<file path="src/rtl/pio_imem_arbiter_if.sv">
// ============================================================================
// pio_imem_arbiter_if
// Instruction-memory port bundle: four SM fetch ports plus one host write port.
// Revision: 1.0
// ============================================================================
`default_nettype none

interface pio_imem_arbiter_if;
    logic [3:0]  sm_req;
    logic [19:0] sm_addr;
    logic [3:0]  sm_ack;
    logic [15:0] sm_rdata;
    logic        host_wr_req;
    logic [4:0]  host_wr_addr;
    logic [15:0] host_wr_data;
    logic        host_wr_ack;
    logic        busy;

    modport slave (
        input  sm_req, sm_addr, host_wr_req, host_wr_addr, host_wr_data,
        output sm_ack, sm_rdata, host_wr_ack, busy
    );

    modport master (
        output sm_req, sm_addr, host_wr_req, host_wr_addr, host_wr_data,
        input  sm_ack, sm_rdata, host_wr_ack, busy
    );
endinterface

`default_nettype wire

</file>
<file path="src/rtl/pio_imem_arbiter.sv">
// ============================================================================
// pio_imem_arbiter
// 32x16 PIO instruction memory shared by four SM fetch ports and a host write
// port. Optional starvation guard: define PIO_IMEM_STARVE_GUARD_EN.
// Revision: 1.0
// ============================================================================
`default_nettype none

module pio_imem_arbiter (
    input  wire logic            clk,
    input  wire logic            reset,
    pio_imem_arbiter_if.slave    bus
);

    typedef enum logic [1:0] {
        ST_IDLE   = 2'd0,
        ST_RD_ACK = 2'd1,
        ST_WR_ACK = 2'd2
    } state_t;

    state_t      state_q, state_d;
    logic [1:0]  rr_ptr_q, rr_ptr_d;
    logic [3:0]  sm_ack_q, sm_ack_d;
    logic [15:0] rdata_q, rdata_d;
    logic [15:0] mem_q [32];

    logic [4:0]  w_addr [4];
    logic [3:0]  w_elig;
    logic        w_found;
    logic [1:0]  w_grant_idx;
    logic [1:0]  w_cand;
    logic        w_grant_host;
    logic        w_grant_sm;

    for (genvar g = 0; g < 4; g++) begin : g_addr
        assign w_addr[g] = bus.sm_addr[5*g +: 5];
    end

    // An SM whose ack is showing this cycle is still holding its request.
    assign w_elig = bus.sm_req & ~sm_ack_q;

    always_comb begin
        w_found     = 1'b0;
        w_grant_idx = 2'd0;
        w_cand      = 2'd0;
        for (int k = 1; k <= 4; k++) begin
            w_cand = rr_ptr_q + 2'(k);
            if (!w_found && w_elig[w_cand]) begin
                w_grant_idx = w_cand;
                w_found     = 1'b1;
            end
        end
    end

`ifdef PIO_IMEM_STARVE_GUARD_EN
    logic [1:0] guard_q, guard_d;

    // Three back-to-back host wins over a waiting SM hand the next slot to the SM.
    assign w_grant_host = bus.host_wr_req && !((guard_q == 2'd3) && w_found);

    always_comb begin
        guard_d = guard_q;
        if (w_grant_sm || !bus.host_wr_req) begin
            guard_d = 2'd0;
        end else if (w_grant_host && w_found && (guard_q != 2'd3)) begin
            guard_d = guard_q + 2'd1;
        end
    end

    always_ff @(posedge clk or posedge reset) begin
        if (reset) begin
            guard_q <= 2'd0;
        end else begin
            guard_q <= guard_d;
        end
    end
`else
    assign w_grant_host = bus.host_wr_req;
`endif

    assign w_grant_sm = !w_grant_host && w_found;

    always_comb begin
        state_d  = ST_IDLE;
        rr_ptr_d = rr_ptr_q;
        sm_ack_d = 4'b0000;
        rdata_d  = rdata_q;
        if (w_grant_host) begin
            state_d = ST_WR_ACK;
        end else if (w_grant_sm) begin
            state_d              = ST_RD_ACK;
            rr_ptr_d             = w_grant_idx;
            sm_ack_d[w_grant_idx] = 1'b1;
            rdata_d              = mem_q[w_addr[w_grant_idx]];
        end

        bus.sm_ack      = sm_ack_q;
        bus.sm_rdata    = rdata_q;
        bus.host_wr_ack = (state_q == ST_WR_ACK);
        bus.busy        = (state_q != ST_IDLE);
    end

    always_ff @(posedge clk or posedge reset) begin
        if (reset) begin
            state_q  <= ST_IDLE;
            rr_ptr_q <= 2'd3;
            sm_ack_q <= 4'b0000;
            rdata_q  <= 16'h0000;
        end else begin
            state_q  <= state_d;
            rr_ptr_q <= rr_ptr_d;
            sm_ack_q <= sm_ack_d;
            rdata_q  <= rdata_d;
        end
    end

    always_ff @(posedge clk or posedge reset) begin
        if (reset) begin
            for (int i = 0; i < 32; i++) begin
                mem_q[i] <= 16'h0000;
            end
        end else if (w_grant_host) begin
            mem_q[bus.host_wr_addr] <= bus.host_wr_data;
        end
    end

endmodule

`default_nettype wire

</file>
<file path="src/flat_wrapper.sv">
// flat-port wrapper written by rule: the top's interface ports become plain ports
module pio_imem_arbiter_flat 
  (clk, reset, bus_sm_req, bus_sm_addr, bus_host_wr_req, bus_host_wr_addr, bus_host_wr_data, bus_sm_ack, bus_sm_rdata, bus_host_wr_ack, bus_busy);
  pio_imem_arbiter_if bus_i ();
  input  wire logic clk;
  input  wire logic reset;
  input wire logic [$bits(bus_i.sm_req)-1:0] bus_sm_req;
  input wire logic [$bits(bus_i.sm_addr)-1:0] bus_sm_addr;
  input wire logic [$bits(bus_i.host_wr_req)-1:0] bus_host_wr_req;
  input wire logic [$bits(bus_i.host_wr_addr)-1:0] bus_host_wr_addr;
  input wire logic [$bits(bus_i.host_wr_data)-1:0] bus_host_wr_data;
  output wire logic [$bits(bus_i.sm_ack)-1:0] bus_sm_ack;
  output wire logic [$bits(bus_i.sm_rdata)-1:0] bus_sm_rdata;
  output wire logic [$bits(bus_i.host_wr_ack)-1:0] bus_host_wr_ack;
  output wire logic [$bits(bus_i.busy)-1:0] bus_busy;
  assign bus_i.sm_req = bus_sm_req;
  assign bus_i.sm_addr = bus_sm_addr;
  assign bus_i.host_wr_req = bus_host_wr_req;
  assign bus_i.host_wr_addr = bus_host_wr_addr;
  assign bus_i.host_wr_data = bus_host_wr_data;
  assign bus_sm_ack = bus_i.sm_ack;
  assign bus_sm_rdata = bus_i.sm_rdata;
  assign bus_host_wr_ack = bus_i.host_wr_ack;
  assign bus_busy = bus_i.busy;
  pio_imem_arbiter u_core (.clk(clk), .reset(reset), .bus(bus_i));
endmodule
</file>
<file path="config.mk">
export PLATFORM = sky130hd
export DESIGN_NAME = pio_imem_arbiter_flat
export DESIGN_NICKNAME = d
export VERILOG_FILES = /design/src/rtl/pio_imem_arbiter_if.sv /design/src/rtl/pio_imem_arbiter.sv /design/src/flat_wrapper.sv
export SDC_FILE = /design/constraint.sdc
export NUM_CORES = 1
export LEC_CHECK = 0
export ABC_CLOCK_PERIOD_IN_PS = 20100
export CAP_MARGIN = 5
export CORE_MARGIN = 10
export CORE_UTILIZATION = 45
export CTS_CLUSTER_DIAMETER = 50
export DETAILED_ROUTE_END_ITERATION = 8
export RECOVER_POWER = 25
export SLEW_MARGIN = 5
export SYNTH_ARGS = -nofsm -noshare
export SYNTH_HDL_FRONTEND = slang
export SYNTH_SLANG_ARGS = --single-unit
</file>
<file path="constraint.sdc">
create_clock -name clk -period 20.1 [get_ports clk]
set_clock_uncertainty 0.15 [all_clocks]
set_input_delay 3.015 -clock clk [delete_from_list [all_inputs] [get_ports clk]]
set_output_delay 3.015 -clock clk [all_outputs]
set_load 0.1 [all_outputs]
</file>
==> Yosys cells after proc, flatten, opt, wreduce, memory -nomap -nowiden <==
Cells that the tools add are included.
{ "op_classes": {"magnitude_cmp": 10, "n_addsub": 3, "n_mux": 31, "bitwise": 6, "n_reduce_logical": 12, "n_eq_ne": 1} }
{ "ops": {"columns": ["operator", "n"], "rows": [
  ["$bwmux 512", 1],
  ["$bmux 16 s5", 1],
  ["$demux 16 s5", 1],
  ["$mux 16", 3],
  ["$lt 2x3->1 const B", 5],
  ["$ge 6x6->1 const B", 2],
  ["$not 5->6", 2],
  ["$bmux 5 s2", 1],
  ["$mux 1", 10],
  ["$mux 2", 5],
  ["$mux 5", 2],
  ["$bmux 1 s2", 4],
  ["$mux 4", 2],
  ["$logic_and 1x1->1", 6],
  ["$lt 6x1->1 const B", 1],
  ["$add 2x2->2 const B", 2],
  ["$and 4x4->4", 1],
  ["$logic_not 1->1", 4],
  ["$not 4->4", 1],
  ["$ge 3x3->1 const B", 1],
  ["$not 2->3", 1],
  ["$add 2x1->2 const B", 1],
  ["$demux 1 s2", 1],
  ["$eq 2x2->1 const B", 1],
  ["4 further kinds", 4]
]} }
{ "word_totals": {"regBits": 536, "in_bits": 48, "out_inout_bits": 22, "wordCells": 99} }

==> Logic depth before layout (Yosys ltp) <==
{ "logic_depth": {"depth_word": 22, "mapped_depth": 14, "depth_no_buf": 9} }

==> Worst setup path after synthesis <==
No wires, ideal clock.
{ "synth_path": {"path_kind": "input port to flip-flop", "start": "input bus_sm_req[3]", "end": "register u_core.rdata_q[1] (netlist: u_core.bus.sm_rdata[1])", "path_buffers": 4, "t_required_ns": 19.846, "setup_time_ns": 0.104, "stages": 12, "path_slack_ns": 14.384, "t_arrival_ns": 5.463, "cell_sequence": "nor2b_2 -> nor2_1 -> o21ai_1 -> and2_1 -> buf_2 -> clkbuf_1 -> mux2i_1 -> or3_1 -> clkbuf_1 -> clkbuf_1 -> o22ai_1 -> o41ai_2"} }
{ "synth_between": {"elab_chain_len": 21, "word_cells_on_any_way": 33, "cone_classes": "mux: 22; bitwise: 3; reduce/logical: 8"} }
{ "synth_lines": {"columns": ["element", "line_no", "source"], "rows": [
  ["start, declared", "flat_wrapper.sv:7", "input wire logic [$bits(bus_i.sm_req)-1:0] bus_sm_req;"],
  ["$and 4x4->4 *", "pio_imem_arbiter.sv:40", "assign w_elig = bus.sm_req & ~sm_ack_q;"],
  ["$bmux 1 s2", "pio_imem_arbiter.sv:48", "if (!w_found && w_elig[w_cand]) begin"],
  ["$mux 1 (implied by the code)", "pio_imem_arbiter.sv:48", null],
  ["$mux 1", "pio_imem_arbiter.sv:48", null],
  ["$logic_not 1->1", "pio_imem_arbiter.sv:48", null],
  ["$logic_and 1x1->1", "pio_imem_arbiter.sv:48", null],
  ["$mux 1", "pio_imem_arbiter.sv:48", null],
  ["$logic_not 1->1", "pio_imem_arbiter.sv:48", null],
  ["[3 not listed]", null, null],
  ["$logic_and 1x1->1", "pio_imem_arbiter.sv:48", null],
  ["$mux 2", "pio_imem_arbiter.sv:48", null],
  ["$not 2->3 (implied by the code)", "pio_imem_arbiter.sv:94", "rdata_d = mem_q[w_addr[w_grant_idx]];"],
  ["$bmux 5 s2", "pio_imem_arbiter.sv:94", null],
  ["$mux 5 (implied by the code) (2 in series)", "pio_imem_arbiter.sv:94", null],
  ["$not 5->6 (implied by the code)", "pio_imem_arbiter.sv:94", null],
  ["$bmux 16 s5", "pio_imem_arbiter.sv:94", null],
  ["$mux 16 (implied by the code) (2 in series)", "pio_imem_arbiter.sv:94", null],
  ["end signal, assigned", "pio_imem_arbiter.sv:113", "rdata_q <= rdata_d;"],
  ["end, declared", "pio_imem_arbiter.sv:24", "logic [15:0] rdata_q, rdata_d;"]
]} }
Every way passes the cells marked *; elsewhere a longest branch is shown, timed or not. The select of a mux whose other input is x is not followed.
A chain may end at the register's enable or synchronous reset.

==> qor_table.md <==
| Metric | This run |
| --- | --- |
| Pin count of the biggest net entering global routing | 190 |
| Biggest cell delay along the critical path | 2690 ps |
| Area added between synthesis and finish | 13.2% |
| CTS clk-pin slew, worst paths | 60 ps |
| Min-Delay Path Depth | 2 |
| Peak Freq | 110 MHz |
| Min-Delay Path Class | reg -> reg |
| Row count | 87 |
| Drt total wl | 72.8 mm |
| Multiplexer fraction of the synthesized cell area | 0.247 |
| Vias in the first global route | 18,000 |
| Slowest cell on the critical path | sky130_fd_sc_hd__clkbuf_1 |
| Remaining max-slew budget at the tightest pin | -1.87 |
| Number of antenna violations at the first check in global routing | 3 |
| Critical path data required time | 19,820 ps |
| Worst-Margin Slew | 4280 ps |
| HPWL reported at the end of detailed placement | 41.2 mm |
| Sequential cell area fraction in the yosys report | 0.523 |
| Most frequent cell after synthesis | sky130_fd_sc_hd__dfrtp_1 |
| Die span in x | 259 um |
| Net count after synthesis | 2,245 |
| Maximum clock insertion buffer count | 3 |
| Grt met2 use | 0.338 |
| Critical Path Start Type | primary input |
| Final weighted congestion in routability-driven placement | 0.829 |
| Yosys reg bits | 536 |
| Setup violation total in the final timing report | 0 |
| Yosys warning count | 0 |
| Crit path setup slack, layout | 11,040 ps |
| ANT cells | 0 |
| Placed cell areas | 26,900 um^2 |
| Largest area contributor in the netlist | sky130_fd_sc_hd__dfrtp_1 |
| Total clock buffers created by CTS | 67 |
| P_leak | 12.8 nW |
| Main combinational cell family by area after synthesis | multiplexers |
| EDFF count, synth | 0 |
| Worst-case reg-to-reg path depth | 11 |
| Setup bufs post-CTS | 0 |
| Async set-or-reset flop fraction in the synthesized netlist | 1.00 |
| Largest fanout on the critical path | 96 |
| Remaining design rule violation count | 0 |
| Area share of the leading cell type in the synthesized netlist | 0.520 |
| Met3 capacity usage during global routing | 0.0417 |
| Post-layout instance area | 29,100 um^2 |
| Gr usage total | 0.216 |
| RSZ-0062 raised after global routing | false |
| Cell Area, Synth | 25,700 um^2 |
| Drt pass-1 iters | 5 |
| Die Y-Extent | 259 um |
| Worst reg2reg startpoint | u_core.rr_ptr_q[1] |
| Simple-Gate Fraction of Synth Area | 0.0785 |
| Ratio of cells with drive above 1 in the final layout | 0.289 |
| Min-Delay Startpoint | u_core.bus.sm_rdata[10] |
| Area of the multi-input gates | 11,200 um^2 |
| Clock tree from TritonCTS | built |
| Final Max Tran Viols | 400 |
| Share of the cycle needed by the critical path after routing | 0.451 |
| Count of final hold-check violations | 0 |
| Hold-fix buffer count after cts | 0 |
| Routed len/inst | 24.3 um |
| GR Layer Usage met1 | 0.300 |
| Cell Chain, Critical Path | dlygate4sd3_1 > clkinvlp_2 > clkbuf_1 |
| Top-level port count | 70 |
| Core outline area | 56,400 um^2 |
| Outcome | finished, violations left |
| Capturing element type of the critical path | async pin |
| Worst r2r dst | u_core.bus.sm_rdata[2] |
| Detailed-route via count | 17,800 |
| Total clock sinks | 536 |
| Synth Area in Compound Gates | 0.107 |
| Synthesized-area fraction occupied by xor and xnor cells | 0 |
| Synthesized area per cell | 11.7 um^2 |
| Start-to-end type of the worst setup path | in -> async |
| Count of fill cells added during filler insertion | 5,007 |
| Clock latency reported for the late side of the worst-skew pair | 610 ps |
| Busiest layer in global routing | met2 |
| Hold path endpoint | u_core.bus.sm_rdata[10] |
| Power density cells | 150 nW/um^2 |
| Max-cap viol count | 12 |
| Adder and majority cell fraction of the synthesized area | 0.000780 |
| Count of distinct cell types in the synthesized netlist | 56 |
| Post-synthesis cell count | 2,197 |
| Worst slack after detailed placement | 11,180 ps |
| Global-route wire length before repair | 112 mm |
| Resize count post-CTS | 0 |
| Total negative setup slack | 0 ps |
| Violations in the final reports | max-capacitance violations, max-slew violations |
| Most instantiated cells after synthesis | sky130_fd_sc_hd__dfrtp_1, sky130_fd_sc_hd__mux2_2, sky130_fd_sc_hd__nand2_1 |
| Final layout net count | 2,237 |
| Total area of sequential cells | 13,400 um^2 |
| Reg2Reg Setup Slack | 14,050 ps |
| Initial DRC count | 1,564 |
| Worst EP arrival | 8780 ps |
| Die area | 67,000 um^2 |
| Leading cell types by total area after synthesis | sky130_fd_sc_hd__dfrtp_1, sky130_fd_sc_hd__mux2_2, sky130_fd_sc_hd__nand2_1, sky130_fd_sc_hd__mux2i_1, sky130_fd_sc_hd__a211oi_1 |
| Initial cell density of the core | 0.455 |
| Buffers on Ports | 69 |
| Routed via count divided by cell count | 5.94 |
| Total number of H-tree levels | 3 |
| Post-detailed-route count of antenna-violating nets | 0 |
| Library cell used as clock root buffer | sky130_fd_sc_hd__clkbuf_16 |
| Prevailing post-synth register cell | sky130_fd_sc_hd__dfrtp_1 |
| Congestion Overflow GR | 0 |
| Max IR drop VDD | 0.136 mV |
| Final critical delay including setup and external delays | 9060 ps |
==> report_power, final <==
group	leakage (nW)	internal [mW]	switching, mW
clock	1.09	0.740	0.474
combinational	4.95	0.597	1.13
sequential	6.78	1.31	0.121
==> flip-flops by register name (all words and copies together), names as in the netlist <==
| register | count |
|---|---|
| u_core.mem_q | 512 |
| u_core.bus.sm_rdata | 16 |
| u_core.state_q | 2 |
| u_core.bus.sm_ack | 4 |
| u_core.rr_ptr_q | 2 |
==> logic make-up (layout without fill, tap and decap cells) <==
| family | count (synthesis) | in the layout |
|---|---|---|
| AOI/OAI and AO/OA | 354 | 354 |
| adders and majority gates | 2 | 2 |
| buffers and inverters | 266 | 304 |
| DFF | 536 | 536 |
| muxes | 575 | 575 |
| and+or+nand+nor | 464 | 464 |
==> metrics by stage <==
stage | utilization | power [mW] | cells | hold WS [ps]
6_report | 0.516 | 4.37 | 2991 | 330
4_1_cts | 0.517 | 4.38 | 2991 | 330
3_3_place_gp | 0.477 | 3.13 | 2876 | 324
5_1_grt | 0.516 | 4.58 | 2991 | 351
3_5_place_dp | 0.477 | 3.16 | 2876 | 310
2_1_floorplan | - | 2.68 | 2197 | 326
==> layer usage <==
metal	routed length, um	vias up
li1	-	7858
met1	33500	9233
met2	33100	555
met3	4280	132
met4	1900	2
met5	12	-
==> cell usage in the layout (no fill, tap or decap), types with 10 or more instances in the layout <==
cell and instances:
sky130_fd_sc_hd__a2111oi_0 16, sky130_fd_sc_hd__a211oi_1 121, sky130_fd_sc_hd__a21boi_0 16, sky130_fd_sc_hd__a21oi_1 32, sky130_fd_sc_hd__a311o_1 46, sky130_fd_sc_hd__a311oi_1 15, sky130_fd_sc_hd__and4b_1 15, sky130_fd_sc_hd__buf_4 35
sky130_fd_sc_hd__clkbuf_1 23, sky130_fd_sc_hd__clkbuf_16 70, sky130_fd_sc_hd__clkbuf_8 10, sky130_fd_sc_hd__clkdlybuf4s50_1 65, sky130_fd_sc_hd__dfrtp_1 534, sky130_fd_sc_hd__inv_1 70, sky130_fd_sc_hd__mux2_2 467, sky130_fd_sc_hd__mux2i_1 106
sky130_fd_sc_hd__nand2_1 334, sky130_fd_sc_hd__nand3_1 36, sky130_fd_sc_hd__nor2_1 24, sky130_fd_sc_hd__nor3_1 18, sky130_fd_sc_hd__o21ai_0 52, sky130_fd_sc_hd__o22ai_1 15, sky130_fd_sc_hd__o41ai_2 15
==> critical path, delay by kind of cell <==
family | cells | cell delay [ps]
buffers and inverters | 3 | 5610
==> how the worst max path moves through the flow <==
stage / slack (ps) / endpoint / from / cells past startpoint
final: 11040 / u_core.mem_q[363] / reset / 3
after detailed placement: 11180 / u_core.bus.sm_rdata[12] / bus_sm_req[3] / 12
after global placement: 11230 / u_core.bus.sm_rdata[12] / bus_sm_req[3] / 12
after global routing: 9880 / u_core.mem_q[383] / reset / 3
after floorplan: 1960 / u_core.bus.sm_ack[0] / reset / 1
after CTS: 11820 / u_core.bus.sm_rdata[14] / bus_sm_req[3] / 12
==> final cells by class <==
| cell class | instances | area share |
|---|---|---|
| flip-flops and latches | 536 | 0.461 |
| repair buffers | 118 | 0.0352 |
| multi-input cells | 1395 | 0.385 |
| clock buffers | 90 | 0.0663 |
| inverters | 71 | 0.00921 |
| well taps | 756 | 0.0325 |
| clock inverters | 25 | 0.0106 |
No activity file was read; power rests on OpenSTA's default activity.
